[config.mk]
export PLATFORM = sky130hd
export DESIGN_NAME = zynq_tag_sequencer
export DESIGN_NICKNAME = d
export VERILOG_FILES = /design/src/rtl/zynq_tag_sequencer.sv
export SDC_FILE = /design/constraint.sdc
export NUM_CORES = 1
export LEC_CHECK = 0
export ABC_AREA = 1
export BUFFER_PORTS_ARGS = -buffer_cell sky130_fd_sc_hd__buf_2
export CORE_ASPECT_RATIO = 0.5
export CORE_MARGIN = 10
export CORE_UTILIZATION = 45
export CTS_BUF_LIST = sky130_fd_sc_hd__clkbuf_4
export DETAILED_ROUTE_END_ITERATION = 8
export RECOVER_POWER = 50
export SLEW_MARGIN = 20
export SYNTH_ARGS = -nofsm -noshare
export SYNTH_HDL_FRONTEND = slang
export SYNTH_SLANG_ARGS = --single-unit
[constraint.sdc]
create_clock -name clk_i -period 4.6 [get_ports clk_i]
set_input_delay 0.46 -clock clk_i [delete_from_list [all_inputs] [get_ports clk_i]]
set_output_delay 0.46 -clock clk_i [all_outputs]
set_load 0.02 [all_outputs]
[src/rtl/zynq_tag_sequencer.sv]
// Serial tag-bus sequencer: after reset it sends a reset packet to every client,
// then it accepts one request at a time and shifts it out LSB first, followed by a zero gap.
module zynq_tag_sequencer #(
  parameter int tag_els_p               = 16,
  parameter int tag_max_payload_width_p = 1,
  parameter int clk_div_p               = 1,
  parameter int gap_bits_p              = 2,
  localparam int lg_els   = (tag_els_p > 1) ? $clog2(tag_els_p) : 1,
  localparam int lg_width = (tag_max_payload_width_p > 0) ? $clog2(tag_max_payload_width_p + 1) : 1
) (
  input  logic                               clk_i,
  input  logic                               aresetn,
  input  logic                               v_i,
  output logic                               ready_o,
  input  logic [lg_els-1:0]                  node_id_i,
  input  logic                               data_not_reset_i,
  input  logic [lg_width-1:0]                len_i,
  input  logic [tag_max_payload_width_p-1:0] payload_i,
  output logic                               tag_data_o,
  output logic                               init_done_o,
  output logic                               busy_o
);

  localparam int max_a     = (lg_els > tag_max_payload_width_p) ? lg_els : tag_max_payload_width_p;
  localparam int max_field = (max_a > gap_bits_p) ? max_a : gap_bits_p;
  localparam int cnt_w     = $clog2(max_field + 1);
  localparam int div_w     = (clk_div_p > 1) ? $clog2(clk_div_p) : 1;
  localparam int frame_w   = 2 + lg_els + lg_width + tag_max_payload_width_p;

  localparam logic [lg_width-1:0] max_len   = lg_width'(tag_max_payload_width_p);
  localparam logic [lg_els-1:0]   last_node = lg_els'(tag_els_p - 1);
  localparam logic [div_w-1:0]    div_last  = div_w'(clk_div_p - 1);

  typedef enum logic [2:0] {INIT, IDLE, START, ID, DNR, LEN, PAYLOAD, GAP} state_t;

  state_t               state_reg, state_next;
  logic [div_w-1:0]     div_cnt_reg;
  logic [cnt_w-1:0]     bit_cnt_reg;
  logic [frame_w-1:0]   frame_reg;
  logic [lg_width-1:0]  len_reg;
  logic [lg_els-1:0]    node_reg;
  logic                 init_done_reg;

  logic [lg_width-1:0]  len_sat;
  logic [frame_w-1:0]   req_frame;
  logic [cnt_w-1:0]     field_len;
  logic                 bit_done;
  logic                 field_done;
  logic                 last_init;
  logic                 accept;
  logic                 shifting;

  // Whole packet is staged in one shift register: start bit in bit 0, payload on top.
  function automatic logic [frame_w-1:0] init_frame(input logic [lg_els-1:0] node);
    return {{tag_max_payload_width_p{1'b0}}, max_len, 1'b0, node, 1'b1};
  endfunction

  always_comb begin
    len_sat   = (len_i > max_len) ? max_len : len_i;
    req_frame = {payload_i, len_sat, data_not_reset_i, node_id_i, 1'b1};
    field_len = cnt_w'(1);
    case (state_reg)
      ID:      field_len = cnt_w'(lg_els);
      LEN:     field_len = cnt_w'(lg_width);
      PAYLOAD: field_len = cnt_w'(len_reg);
      GAP:     field_len = cnt_w'(gap_bits_p);
      default: field_len = cnt_w'(1);
    endcase
    bit_done   = (div_cnt_reg == div_last);
    field_done = bit_done && (bit_cnt_reg == field_len - 1'b1);
    last_init  = !init_done_reg && (node_reg == last_node);
    accept     = (state_reg == IDLE) && init_done_reg && v_i;
    shifting   = (state_reg == START) || (state_reg == ID) || (state_reg == DNR) ||
                 (state_reg == LEN) || (state_reg == PAYLOAD);
  end

  always_comb begin
    state_next  = state_reg;
    ready_o     = 1'b0;
    busy_o      = 1'b1;
    tag_data_o  = 1'b0;
    init_done_o = init_done_reg;
    case (state_reg)
      INIT: state_next = START;
      IDLE: begin
        busy_o  = 1'b0;
        ready_o = init_done_reg;
        if (accept) state_next = START;
      end
      START: begin
        tag_data_o = frame_reg[0];
        if (field_done) state_next = ID;
      end
      ID: begin
        tag_data_o = frame_reg[0];
        if (field_done) state_next = DNR;
      end
      DNR: begin
        tag_data_o = frame_reg[0];
        if (field_done) state_next = LEN;
      end
      LEN: begin
        tag_data_o = frame_reg[0];
        if (field_done) state_next = (len_reg == '0) ? GAP : PAYLOAD;
      end
      PAYLOAD: begin
        tag_data_o = frame_reg[0];
        if (field_done) state_next = GAP;
      end
      GAP: begin
        if (field_done) state_next = (init_done_reg || last_init) ? IDLE : START;
      end
      default: state_next = INIT;
    endcase
  end

  always_ff @(posedge clk_i) begin
    if (!aresetn) begin
      state_reg     <= INIT;
      div_cnt_reg   <= '0;
      bit_cnt_reg   <= '0;
      frame_reg     <= '0;
      len_reg       <= max_len;
      node_reg      <= '0;
      init_done_reg <= 1'b0;
    end else begin
      state_reg <= state_next;

      if (state_reg == INIT || state_reg == IDLE || bit_done) div_cnt_reg <= '0;
      else                                                    div_cnt_reg <= div_cnt_reg + 1'b1;

      if (state_reg == INIT || state_reg == IDLE || field_done) bit_cnt_reg <= '0;
      else if (bit_done)                                        bit_cnt_reg <= bit_cnt_reg + 1'b1;

      if (state_reg == INIT) begin
        frame_reg <= init_frame(node_reg);
        len_reg   <= max_len;
      end else if (accept) begin
        frame_reg <= req_frame;
        len_reg   <= len_sat;
      end else if (shifting && bit_done) begin
        frame_reg <= {1'b0, frame_reg[frame_w-1:1]};
      end else if (state_reg == GAP && field_done && !init_done_reg && !last_init) begin
        // Next init packet starts straight out of the gap, no extra cycle through INIT.
        node_reg  <= node_reg + 1'b1;
        frame_reg <= init_frame(node_reg + 1'b1);
        len_reg   <= max_len;
      end

      if (state_reg == GAP && field_done && last_init) init_done_reg <= 1'b1;
    end
  end

endmodule

## After elaboration in Yosys (flattened, before gate mapping)

Index checks and enable logic that the tools add are counted.

- Output and inout bits: 4
- Flip-flop bits (word level): 21
- Input port bits: 10

- $lt $le $gt $ge: 1
- Add/sub/neg operators: 4
- Eq/ne operators: 17
- Reductions and logical operators: 30
- Bitwise operators: 5
- Muxes and demuxes: 22

Operators with widths:

| kind | number |
|---|---|
| $mux 8 | 3 |
| $pmux 3 s8 | 1 |
| $mux 3 | 7 |
| $ne 2x2->1 const B | 8 |
| $eq 3x3->1 const B | 4 |
| $logic_and 1x1->1 | 9 |
| $pmux 3 s3 | 1 |
| $logic_or 1x1->1 | 8 |
| $mux 1 | 8 |
| $mux 7 | 1 |
| $reduce_and 7->1 | 1 |
| $eq 3x2->1 const B | 2 |
| $reduce_or 2->1 | 3 |
| $not 1->1 | 5 |
| $reduce_or 5->1 | 1 |
| $add 4x1->4 const B | 1 |
| $eq 4x4->1 const B | 1 |
| $reduce_and 4->1 | 1 |
| $reduce_bool 4->1 | 1 |
| $add 3x1->3 const B | 1 |
| $eq 3x1->1 const B | 1 |
| $eq 3x3->1 | 1 |
| $logic_not 3->1 | 1 |
| $reduce_bool 3->1 | 1 |
| other kinds (7) | 8 |

## Logic depth before layout (Yosys ltp)

- Depth after elaboration: 12
- Mapped depth: 18
- Depth with buffers taken out: 18

## Worst setup path before layout

Ideal clock, no wire load.

- Kind: flip-flop to flip-flop
- From: register state_reg[2]
- To: register len_reg
- Setup time: 124 ps
- Path buffers: 0
- Required time: 4476 ps
- Cell stages (with the launch flop): 16
- Clock period less this slack: 1999 ps
- Data arrival time: 1875 ps
- Slack: 2601 ps
- Cell sequence: dfxtp_1 > inv_2 > nand3_1 > nand2_1 > nand2_1 > inv_1 > ha_1 > xnor2_1 > nor2_1 > nand2_1 > nor2_4 > nand2_2 > nand2_1 > nand2_1 > nand2_1 > nand3_1

- Word-level cells in the longest chain between the ends: 10
- Elaborated cells between the ends (all ways): 27
- Those cells by class: add/sub: 1; eq/ne: 9; mux: 2; reduce/logical: 15

Ends and longest elaborated chain:

| what | RTL line | RTL |
|---|---|---|
| start: declaration | 36 | `state_t state_reg, state_next;` |
| start signal: assignment | 127 | `state_reg <= state_next;` |
| $eq 3x3->1, or another cell as far along | 62, 143 |  |
| $pmux 3 s3 | 62 | `case (state_reg)` |
| $sub 3x1->3 | 70 | `field_done = bit_done && (bit_cnt_reg == field_len - 1'b1);` |
| $eq 3x3->1 | 70 |  |
| $logic_and 1x1->1 | 70 |  |
| $logic_and 1x1->1 (3 in a row) | 143 | `end else if (state_reg == GAP && field_done && !init_done_reg && !last_init) begin` |
| $reduce_bool 2->1 (no source line) | -- |  |
| $reduce_and 2->1 (no source line) | -- |  |
| end signal: assignment | 137 | `len_reg <= max_len;` |
| end signal: assignment | 140 | `len_reg <= len_sat;` |
| end signal: assignment | 147 | `len_reg <= max_len;` |
| end: declaration | 40 | `logic [lg_width-1:0] len_reg;` |

Several ways; a longest one is shown, not always the timed one.
A chain may end at the register's enable or synchronous reset.

## Worst setup path after layout

- From: register state_reg[2]
- To: register frame_reg[3]

- Word-level cells in the longest chain between the ends: 9
- Elaborated cells between the ends (all ways): 26
- Those cells by class: add/sub: 1; eq/ne: 8; mux: 4; reduce/logical: 13

Ends and longest elaborated chain:

| what | RTL line | RTL |
|---|---|---|
| $eq 3x3->1, or another cell as far along | 62, 143 |  |
| $pmux 3 s3 or $logic_or 1x1->1 (tied branches) | 62, 73 |  |
| $sub 3x1->3 or $logic_or 1x1->1 (tied branches) | 70, 73 |  |
| $eq 3x3->1 or $logic_or 1x1->1 (tied branches) | 70, 73 |  |
| $logic_and 1x1->1 or $logic_or 1x1->1 (tied branches) | 70, 74 |  |
| $logic_and 1x1->1, on equally long branches | 143, 141 |  |
| $logic_and 1x1->1 or $mux 8 (tied branches) | 143, 141 |  |
| $logic_and 1x1->1 or $mux 8 (tied branches) | 143, 138 |  |
| $reduce_bool 4->1 (no source line) or $mux 7 (tied branches) | -- |  |
| end signal: assignment | 139 | `frame_reg <= req_frame;` |
| end signal: assignment | 142 | `frame_reg <= {1'b0, frame_reg[frame_w-1:1]};` |
| end signal: assignment | 146 | `frame_reg <= init_frame(node_reg + 1'b1);` |
| end: declaration | 39 | `logic [frame_w-1:0] frame_reg;` |

Several ways; a longest one is shown, not always the timed one.

==> metrics <==
met1 wire length=1640 um; compound-cell area share of the yosys netlist=8.34%; CTS max path bufs=2; critical path endpoint category=flip-flop; Final Max Slew Viols=0; starting density of the core=46.6%; H-Tree Level Count=1; CP Max Fanout=9; post-synth cell types=28; max FFs per register=8; nets=249; syn_area_per_cell=6.36 um2; first-pass GRT wire length=5460 um; met3 wire len=198 um; cell area after layout=0.00148 mm2; CTS Buf Count=3; minimum clock period=2490 ps; worst reg-to-reg setup slack=2110 ps; proportion of layout cells with a drive suffix above 1=9.96%; # rows=14; Core Util, Final=50.1%; PostCTS Resize Cnt=0; final setup TNS=0 ps; Synth Flop Type=dfxtp_1; VDD IR max=0.280 mV; Hold Violations, Final=0; worst reg2reg startpoint=state_reg[2]; FF-to-FF End=frame_reg[3]; drt wl/cell=11.7 um; met2 WL=1330 um; Routed Antenna Nets=0; Final Skew=9.91 ps; Overflow after GRT=0; Final setup viols=0; fraction of registers with async set/reset=0%; total track usage=11.1%; I/O pin count=14; Fmax achieved=0.401 GHz; root buf cell=clkbuf_4; Cell Area, Synth=0.00138 mm2; Worst slew margin=63.0%; Die Wd=98.3 um; CTS tree=done; top cells by area, synth=dfxtp_1 30%, nand2_1 17%, nand3_1 7.6%, nor2_1 7.6%, ha_1 6.3%; CP required=4810 ps; Core Area=0.00296 mm2; Setup crit start=state_reg[2]; mux cell area share after synthesis=0%; worst-margin pin slew=553 ps; crit path kind=flip-flop to flip-flop; Post-synth EDFFs=0; XOR/XNOR share of the synthesized area=1.27%; area leader, netlist=dfxtp_1; Synth top area share=30.5%; uppermost layer routed=met4; count of hold-fix buffers inserted at cts=0; area share of fa/ha/maj cells after synthesis=6.35%; clock sinks=21; die area=0.00582 mm2; Gate Count Post-Synth=217; Clk Latency, worst-skew pair=310 ps; Worst setup endpoint=frame_reg[3]; DR vias/cell=5.05; Vert. Die Dim=59.2 um; number of max-cap violations=0; initial DRC count=68; DRC=0; largest family of logic cells by synthesized area=simple AND/OR/NAND/NOR gates; status=finished clean; DP Area=0.00148 mm2; drt first pass iters=4; Post-DP HPWL=2560 um; I/O Buffers=13; Final Cycle Share=54.2%; GP Congestion=0.858; Clk pin slew, worst setup/hold paths=120 ps; syn_nets=234; Fin Hold WS=386 ps; CP Launch Type=flip-flop; CP arrival=2700 ps; Post-Synth Simple-Gate Area=44.4%; Synth-to-Final Area Change=7.52%; vias in the first global route=1239; Hold WC Path Type=input port to flip-flop; static leakage=0.740 nW; Yosys reg bits=21; register area share after synthesis=30.5%; pin count of the biggest net entering global routing=14; reg2reg path depth=15; final WL=3180 um; setup repair bufs after CTS=0; initial antenna violation count=0; RSZ-0062 raised after global routing=no; vias=1369; pwr/cell area=583 mW/mm2; number of diodes=0; synthesis warning total=0
synthesized netlist by cell type, types with 2 or more instances:
cell type / n
o21ai_1: 4
a21boi_1: 2
buf_2: 2
nor2_4: 2
a21oi_1: 6
nand3b_1: 4
nor2_1: 28
ha_1: 7
o21ai_0: 4
nand2_2: 4
nand4_1: 10
nand3_1: 21
nand2_1: 62
inv_2: 6
dfxtp_1: 21
inv_1: 22
worst max-delay path, cell delays in order (launching register included):
cell and delay (ps):
dfxtp_1 500, inv_1 140, nand3_1 110, nand2_1 70, nand2_1 80, inv_1 40
ha_1 290, xnor2_1 120, nor2_1 80, nand2_1 80, nor2_1 240, nand2_1 270
nand2_2 180, nand2_1 70, nand2_1 60, nor2_1 40
through the flow:
step / setup WS, ps / cells / power, mW
after floorplan: 2600 / 217 / 0.680
after global placement: 2430 / 267 / 0.789
after detailed placement: 2350 / 267 / 0.790
after CTS: 2330 / 271 / 0.891
after global routing: 1770 / 271 / 0.963
final: 2110 / 271 / 0.865
worst min path at each step:
stage | cells after the start | end | slack (ps) | from
after floorplan | 2 | frame_reg[0] | 420 | frame_reg[0]
after global placement | 2 | bit_cnt_reg[2] | 470 | bit_cnt_reg[2]
after detailed placement | 2 | bit_cnt_reg[2] | 480 | bit_cnt_reg[2]
after CTS | 3 | frame_reg[7] | 380 | payload_i
after global routing | 3 | frame_reg[7] | 380 | payload_i
final | 3 | frame_reg[7] | 390 | payload_i
cell type report:
class,count,area [um2]
Multi-Input combinational cell,164,815
Clock buffer,4,30.0
Fill cell,312,1480
Inverter,29,109
Tap cell,40,50.0
Sequential cell,21,420
Timing Repair Buffer,13,60.1
metal layers:
| layer | GRT usage, % | vias up |
|---|---|---|
| met5 | 0 | - |
| met2 | 17.3 | 25 |
| met3 | 4.19 | 2 |
| li1 | - | 724 |
| met1 | 14.5 | 618 |
| met4 | 1.42 | 0 |
report_power, final:
group	internal, mW	switching [mW]
sequential	0.220	0.0428
clock	0.0397	0.0565
combinational	0.175	0.330
total	0.436	0.429
placed cells by master, fill, tap and decap left out:
| cell | synthesis | routed |
|---|---|---|
| clkbuf_1 | 1 | 4 |
| xor2_1 | 1 | 1 |
| nor2_1 | 28 | 29 |
| ha_1 | 7 | 7 |
| nand2_1 | 62 | 63 |
| a21o_1 | 1 | 1 |
| a21oi_1 | 6 | 6 |
| clkinv_1 | 1 | 1 |
| buf_2 | 2 | 9 |
| o21ai_0 | 4 | 4 |
| or2_0 | 1 | 1 |
| a21boi_0 | 1 | 2 |
| nand3_1 | 21 | 22 |
| dfxtp_1 | 21 | 21 |
| nand3b_1 | 4 | 4 |
| xnor2_1 | 1 | 1 |
| a211oi_1 | 1 | 1 |
| o21ai_1 | 4 | 4 |
| conb_1 | 1 | 1 |
| nand2_2 | 4 | 3 |
| clkbuf_4 | 0 | 4 |
| nor2_2 | 1 | 1 |
| o31ai_1 | 1 | 1 |
| nand4_1 | 10 | 10 |
| inv_1 | 22 | 23 |
| inv_2 | 6 | 5 |
| a21boi_1 | 2 | 1 |
| nor2_4 | 2 | 1 |
cells by family after synthesis:
| logic type | after synthesis |
|---|---|
| simple gates | 134 |
| flops | 21 |
| xor+xnor | 2 |
| other cells | 1 |
| fa+ha+maj | 7 |
| compound gates | 20 |
| buf+inv | 32 |
(Power assumes the default switching activity.)
